`config.mk`:
```
export PLATFORM = sky130hd
export DESIGN_NAME = pipeline_ctrl
export DESIGN_NICKNAME = d
export VERILOG_FILES = /design/src/rtl/pipeline_ctrl_pkg.sv /design/src/rtl/pipeline_ctrl_stall_watchdog.sv /design/src/rtl/pipeline_ctrl.sv
export SDC_FILE = /design/constraint.sdc
export NUM_CORES = 1
export LEC_CHECK = 0
export CORE_MARGIN = 4
export CORE_UTILIZATION = 34
export DETAILED_ROUTE_END_ITERATION = 16
export GPL_ROUTABILITY_DRIVEN = 0
export PLACE_DENSITY = 0.75
export SYNTH_ARGS = -nofsm -noshare
export SYNTH_HDL_FRONTEND = slang
export SYNTH_SLANG_ARGS = --single-unit
```
`constraint.sdc`:
```
create_clock -name clk -period 1.6 [get_ports clk]
set_input_delay 0.4 -clock clk [delete_from_list [all_inputs] [get_ports clk]]
set_output_delay 0.4 -clock clk [all_outputs]
set_load 0.05 [all_outputs]
```
`src/rtl/pipeline_ctrl_pkg.sv`:
```
// Shared definitions for the pipeline stall/flush sequencer: stall-bus layout,
// canned stall vectors, address width and the FSM state type.
package pipeline_ctrl_pkg;

  localparam int ADDR_BUS_WIDTH  = 32;
  localparam int STALL_BUS_WIDTH = 6;

  localparam int STALL_PC  = 0;
  localparam int STALL_IF  = 1;
  localparam int STALL_ID  = 2;
  localparam int STALL_EX  = 3;
  localparam int STALL_MEM = 4;
  localparam int STALL_WB  = 5;

  // A requesting stage stalls itself and everything upstream; bit WB is never set.
  localparam logic [STALL_BUS_WIDTH-1:0] STALL_VEC_NONE = 6'b000000;
  localparam logic [STALL_BUS_WIDTH-1:0] STALL_VEC_IF   = 6'b000011;
  localparam logic [STALL_BUS_WIDTH-1:0] STALL_VEC_ID   = 6'b000111;
  localparam logic [STALL_BUS_WIDTH-1:0] STALL_VEC_EX   = 6'b001111;
  localparam logic [STALL_BUS_WIDTH-1:0] STALL_VEC_MEM  = 6'b011111;

  typedef enum logic [1:0] {
    ST_IDLE     = 2'd0,
    ST_FLUSH    = 2'd1,
    ST_REDIRECT = 2'd2
  } ctrl_state_e;

  function automatic logic [STALL_BUS_WIDTH-1:0] idle_stall_vec(
    input logic req_if,
    input logic req_id,
    input logic req_ex,
    input logic req_mem
  );
    if (req_mem)     return STALL_VEC_MEM;
    else if (req_ex) return STALL_VEC_EX;
    else if (req_id) return STALL_VEC_ID;
    else if (req_if) return STALL_VEC_IF;
    else             return STALL_VEC_NONE;
  endfunction

endpackage

```
`src/rtl/pipeline_ctrl_stall_watchdog.sv`:
```
// Counts consecutive cycles with the PC stalled and raises a sticky timeout flag
// once the count has reached WDOG_LIMIT.
module pipeline_ctrl_stall_watchdog #(
  parameter int WDOG_WIDTH = 8,
  parameter int WDOG_LIMIT = 200
) (
  input  logic clk_i,
  input  logic rst_ni,
  input  logic stall_pc_i,
  output logic timeout_o
);

  localparam logic [WDOG_WIDTH-1:0] LIMIT = WDOG_WIDTH'(WDOG_LIMIT);

  logic [WDOG_WIDTH-1:0] cnt_q, cnt_d;
  logic                  timeout_q;

  // Saturate rather than wrap so a very long stall never looks short.
  always_comb begin
    cnt_d = '0;
    if (stall_pc_i) cnt_d = (&cnt_q) ? cnt_q : cnt_q + 1'b1;
  end

  always_ff @(posedge clk_i or negedge rst_ni) begin
    if (!rst_ni) begin
      cnt_q     <= '0;
      timeout_q <= 1'b0;
    end else begin
      cnt_q <= cnt_d;
      if (cnt_q == LIMIT) timeout_q <= 1'b1;
    end
  end

  assign timeout_o = timeout_q;

endmodule

```
`src/rtl/pipeline_ctrl.sv`:
```
// Stall/flush sequencer for the 5-stage pipeline: merges stall requests and runs
// exception entry (flush, then held PC redirect). Optional watchdog: STALL_WATCHDOG_EN.
module pipeline_ctrl
  import pipeline_ctrl_pkg::*;
#(
  parameter int ADDR_WIDTH = ADDR_BUS_WIDTH,
  parameter int WDOG_WIDTH = 8,
  parameter int WDOG_LIMIT = 200
) (
  input  logic                       clk,
  input  logic                       rst,
  input  logic                       stall_req_if,
  input  logic                       stall_req_id,
  input  logic                       stall_req_ex,
  input  logic                       stall_req_mem,
  input  logic                       exc_valid,
  input  logic [ADDR_WIDTH-1:0]      exc_target,
  output logic [STALL_BUS_WIDTH-1:0] stall,
  output logic                       flush,
  output logic                       redirect_valid,
  output logic [ADDR_WIDTH-1:0]      redirect_addr,
  output logic                       wdog_timeout,
  output ctrl_state_e                state_o
);

  ctrl_state_e           state_q;
  logic                  flush_q;
  logic                  redirect_valid_q;
  logic [ADDR_WIDTH-1:0] redirect_addr_q;

  // Handshake: redirect_valid holds redirect_addr until the first edge with
  // stall_req_if low; the PC loads the address on that edge.
  always_comb begin
    stall = STALL_VEC_NONE;
    case (state_q)
      ST_IDLE:     stall = idle_stall_vec(stall_req_if, stall_req_id, stall_req_ex, stall_req_mem);
      ST_REDIRECT: stall = stall_req_if ? STALL_VEC_IF : STALL_VEC_NONE;
      default:     stall = STALL_VEC_NONE;
    endcase
  end

  always_ff @(posedge clk or negedge rst) begin
    if (!rst) begin
      state_q          <= ST_IDLE;
      flush_q          <= 1'b0;
      redirect_valid_q <= 1'b0;
      redirect_addr_q  <= '0;
    end else begin
      case (state_q)
        ST_IDLE: begin
          // A MEM stall blocks the exception; it is simply re-sampled next cycle.
          if (exc_valid && !stall_req_mem) begin
            state_q         <= ST_FLUSH;
            flush_q         <= 1'b1;
            redirect_addr_q <= exc_target;
          end
        end
        ST_FLUSH: begin
          state_q          <= ST_REDIRECT;
          flush_q          <= 1'b0;
          redirect_valid_q <= 1'b1;
        end
        ST_REDIRECT: begin
          if (!stall_req_if) begin
            state_q          <= ST_IDLE;
            redirect_valid_q <= 1'b0;
          end
        end
        default: begin
          state_q          <= ST_IDLE;
          flush_q          <= 1'b0;
          redirect_valid_q <= 1'b0;
        end
      endcase
    end
  end

  assign flush          = flush_q;
  assign redirect_valid = redirect_valid_q;
  assign redirect_addr  = redirect_addr_q;
  assign state_o        = state_q;

`ifdef STALL_WATCHDOG_EN
  pipeline_ctrl_stall_watchdog #(
    .WDOG_WIDTH (WDOG_WIDTH),
    .WDOG_LIMIT (WDOG_LIMIT)
  ) u_wdog (
    .clk_i      (clk),
    .rst_ni     (rst),
    .stall_pc_i (stall[STALL_PC]),
    .timeout_o  (wdog_timeout)
  );
`else
  assign wdog_timeout = 1'b0;
`endif

endmodule

```
==> flow_summary.ini <==
[timing]
setup_viol = 34
hold_viol = 0
fin_setup_tns_ps = -1900
max_freq_mhz = 574
fin_skew_ps = 12.7
setup_slack_ps = -141
post-route-period-util_pct = 109
fin_crit_ps = 1740
final_max_slew_viol_count = 0
rsz0062_at_grt = yes

[cts]
ctsHoldBuffers = 0
clock-sinks = 36
htree_levels = 2
cts_buffers = 5
cts.clk_slew.worst_paths_ps = 70
clockBufferDepth = 2
cts_tree = done
root_buffer = clkbuf_8
insertion_delay_ps = 290

[place]
place_ws_ps = -398
io_buffers = 79
dp.cells = 222
dpl.hpwl_mm = 2.98

[power_and_ir_drop]
report.power.total_mw = 4.73
power_leakage_nw = 1.43
power_density_nw_per_um2 = 1510
worst_ir_drop_vdd_mv = 0.913

[layout]
fin_util_pct = 77.3
nNetsFinal = 231
layoutNonFillerInstCount = 243
syn2layout_area_growth_pct = 117
antenna_cells = 0
drive_gt1_share_pct = 58.0

[die]
pin_count = 82
row_count = 23
die_area_sq_um = 5370
die_x_um = 73.3
fp.dieH_um = 73.3
start_util_pct = 35.7
core_sq_um = 4060

[route]
viasPerCell = 4.53
finalWirelength_mm = 4.31
dr.pass1.iters = 3
drt_iter0_markers = 39
vias = 1102
routedWlPerCell_um = 17.7
drc = 0
drt.antenna.violating_nets = 0

[run_status]
status = finished, violations left
violations = negative setup slack

[global_route]
grt_pass1_vias = 1212
antenna_found_initial = 0
grt_max_degree = 34
track_usage_pct = 15.5
grt_pass1_wl_mm = 6.17
grt_overflow = 0

[logic_synthesis]
synth_area_leaders = dfrtp_1 (62%), mux2_2 (24%), buf_6 (3.1%)
synthCells = 93
synth_top_cell_area_share_pct = 62.2
synth_ff_type = dfrtp_1
yosysMostFrequentCell = dfrtp_1
synth_cell_types = 17
netlist_top_cells_count = dfrtp_1 (36), mux2_2 (31), buf_6 (4)
synth_warnings = 0
syn-cell-area_sq_um = 1450
syn_area_per_cell_sq_um = 15.6
synth_edf_count = 0
ys_ff_latch = 36
ys_seq_area_share_pct = 62.2
synthArstFlopShare_pct = 100
yosys.area.top_type = dfrtp_1

[setup_path]
crit_arrival_ps = 1340
path_class = flip-flop to output port
crit_fanout = 4
cp.required_ps = 1200
start_kind = flip-flop
setup.worst_path.end_class = output port

[flow_run]
maxCapViolCount = 0

[worst_hold_path]
worst_hold_path_type = input pin to asynchronous set/reset pin
-- state kept, by name, indices dropped and copies added (netlist names) --
register,count
redirect_valid,1
state_o,2
flush,1
redirect_addr,32
-- layer usage --
metal	wire [um]	vias to the layer above	track usage [%]
met4	79	0	5.33
met3	426	9	8.07
met1	1650	525	18.6
met5	0	-	0
met2	2150	57	23.9
li1	-	511	-
-- area by class of cell --
cell class,instances,area [sq um]
clock buffers,7,76.3
clock inverters,1,5.00
fillers,212,922
inverters,2,7.51
multi-input cells,48,656
flip-flops and latches,36,903
well taps,50,62.6
repair buffers,99,1430
-- logic make-up after synthesis --
group / after synthesis / synth area share [%]
flops: 36 / 62.2
buf+inv: 10 / 5.53
simple gates: 10 / 4.93
other cells: 1 / 0.259
mux: 33 / 25.6
compound gates: 3 / 1.47
-- timing repair --
item | in CTS | in global routing
gates cloned | 0 | 4
pin swaps | 3 | 3
setup buffers | 1 | 8
gates resized for setup | 11 | 15
endpoints found under the hold margin | 0 | 0
endpoints found under the setup margin | 37 | 38
-- critical path, stage by stage (launching register included) --
cell and delay [ps]:
dfrtp_2 440, a221oi_4 420, buf_12 190
-- cells in the final DEF, fill, tap and decap left out, drive strengths merged --
master and instances:
inv 2, clkbuf 12, a21oi 1, dfrtp 36, nor2 3, buf 60, o21a 1, dlygate4sd2 1
nor3b 2, mux2i 1, mux2 32, nor3 3, conb 2, nand2b 1, nor4b 1, clkinv 1
a221oi 1, clkdlybuf4s50 33
-- power by group --
group          leakage [nW]  total [mW]  switching (mW)  internal [mW]
clock                0.0422       0.610           0.304          0.305
combinational         0.961        2.69            1.26           1.44
sequential            0.423        1.43           0.279           1.15
total                  1.43        4.73            1.84           2.89
-- final timing paths --
kind,start,to,slack [ps],cells past startpoint
worst max-delay path,state_o[1],stall[1],-140,2
worst min-delay path,rst,redirect_addr[18],20,1
worst max register to register,state_o[0],redirect_addr[9],-100,6
worst min register to register,flush,flush,570,1
max in group asynchronous,rst,state_o[0],1110,2
min in group clk,flush,flush,570,1
-- metrics by stage --
step | area (sq um) | hold WS [ps]
floorplan | 1610 | 104
global placement | 2870 | 328
detailed placement | 2870 | 339
CTS | 2990 | 29.3
global route | 3140 | 34.5
finish | 3140 | 18.7
Power figures use the tool's default switching activity.
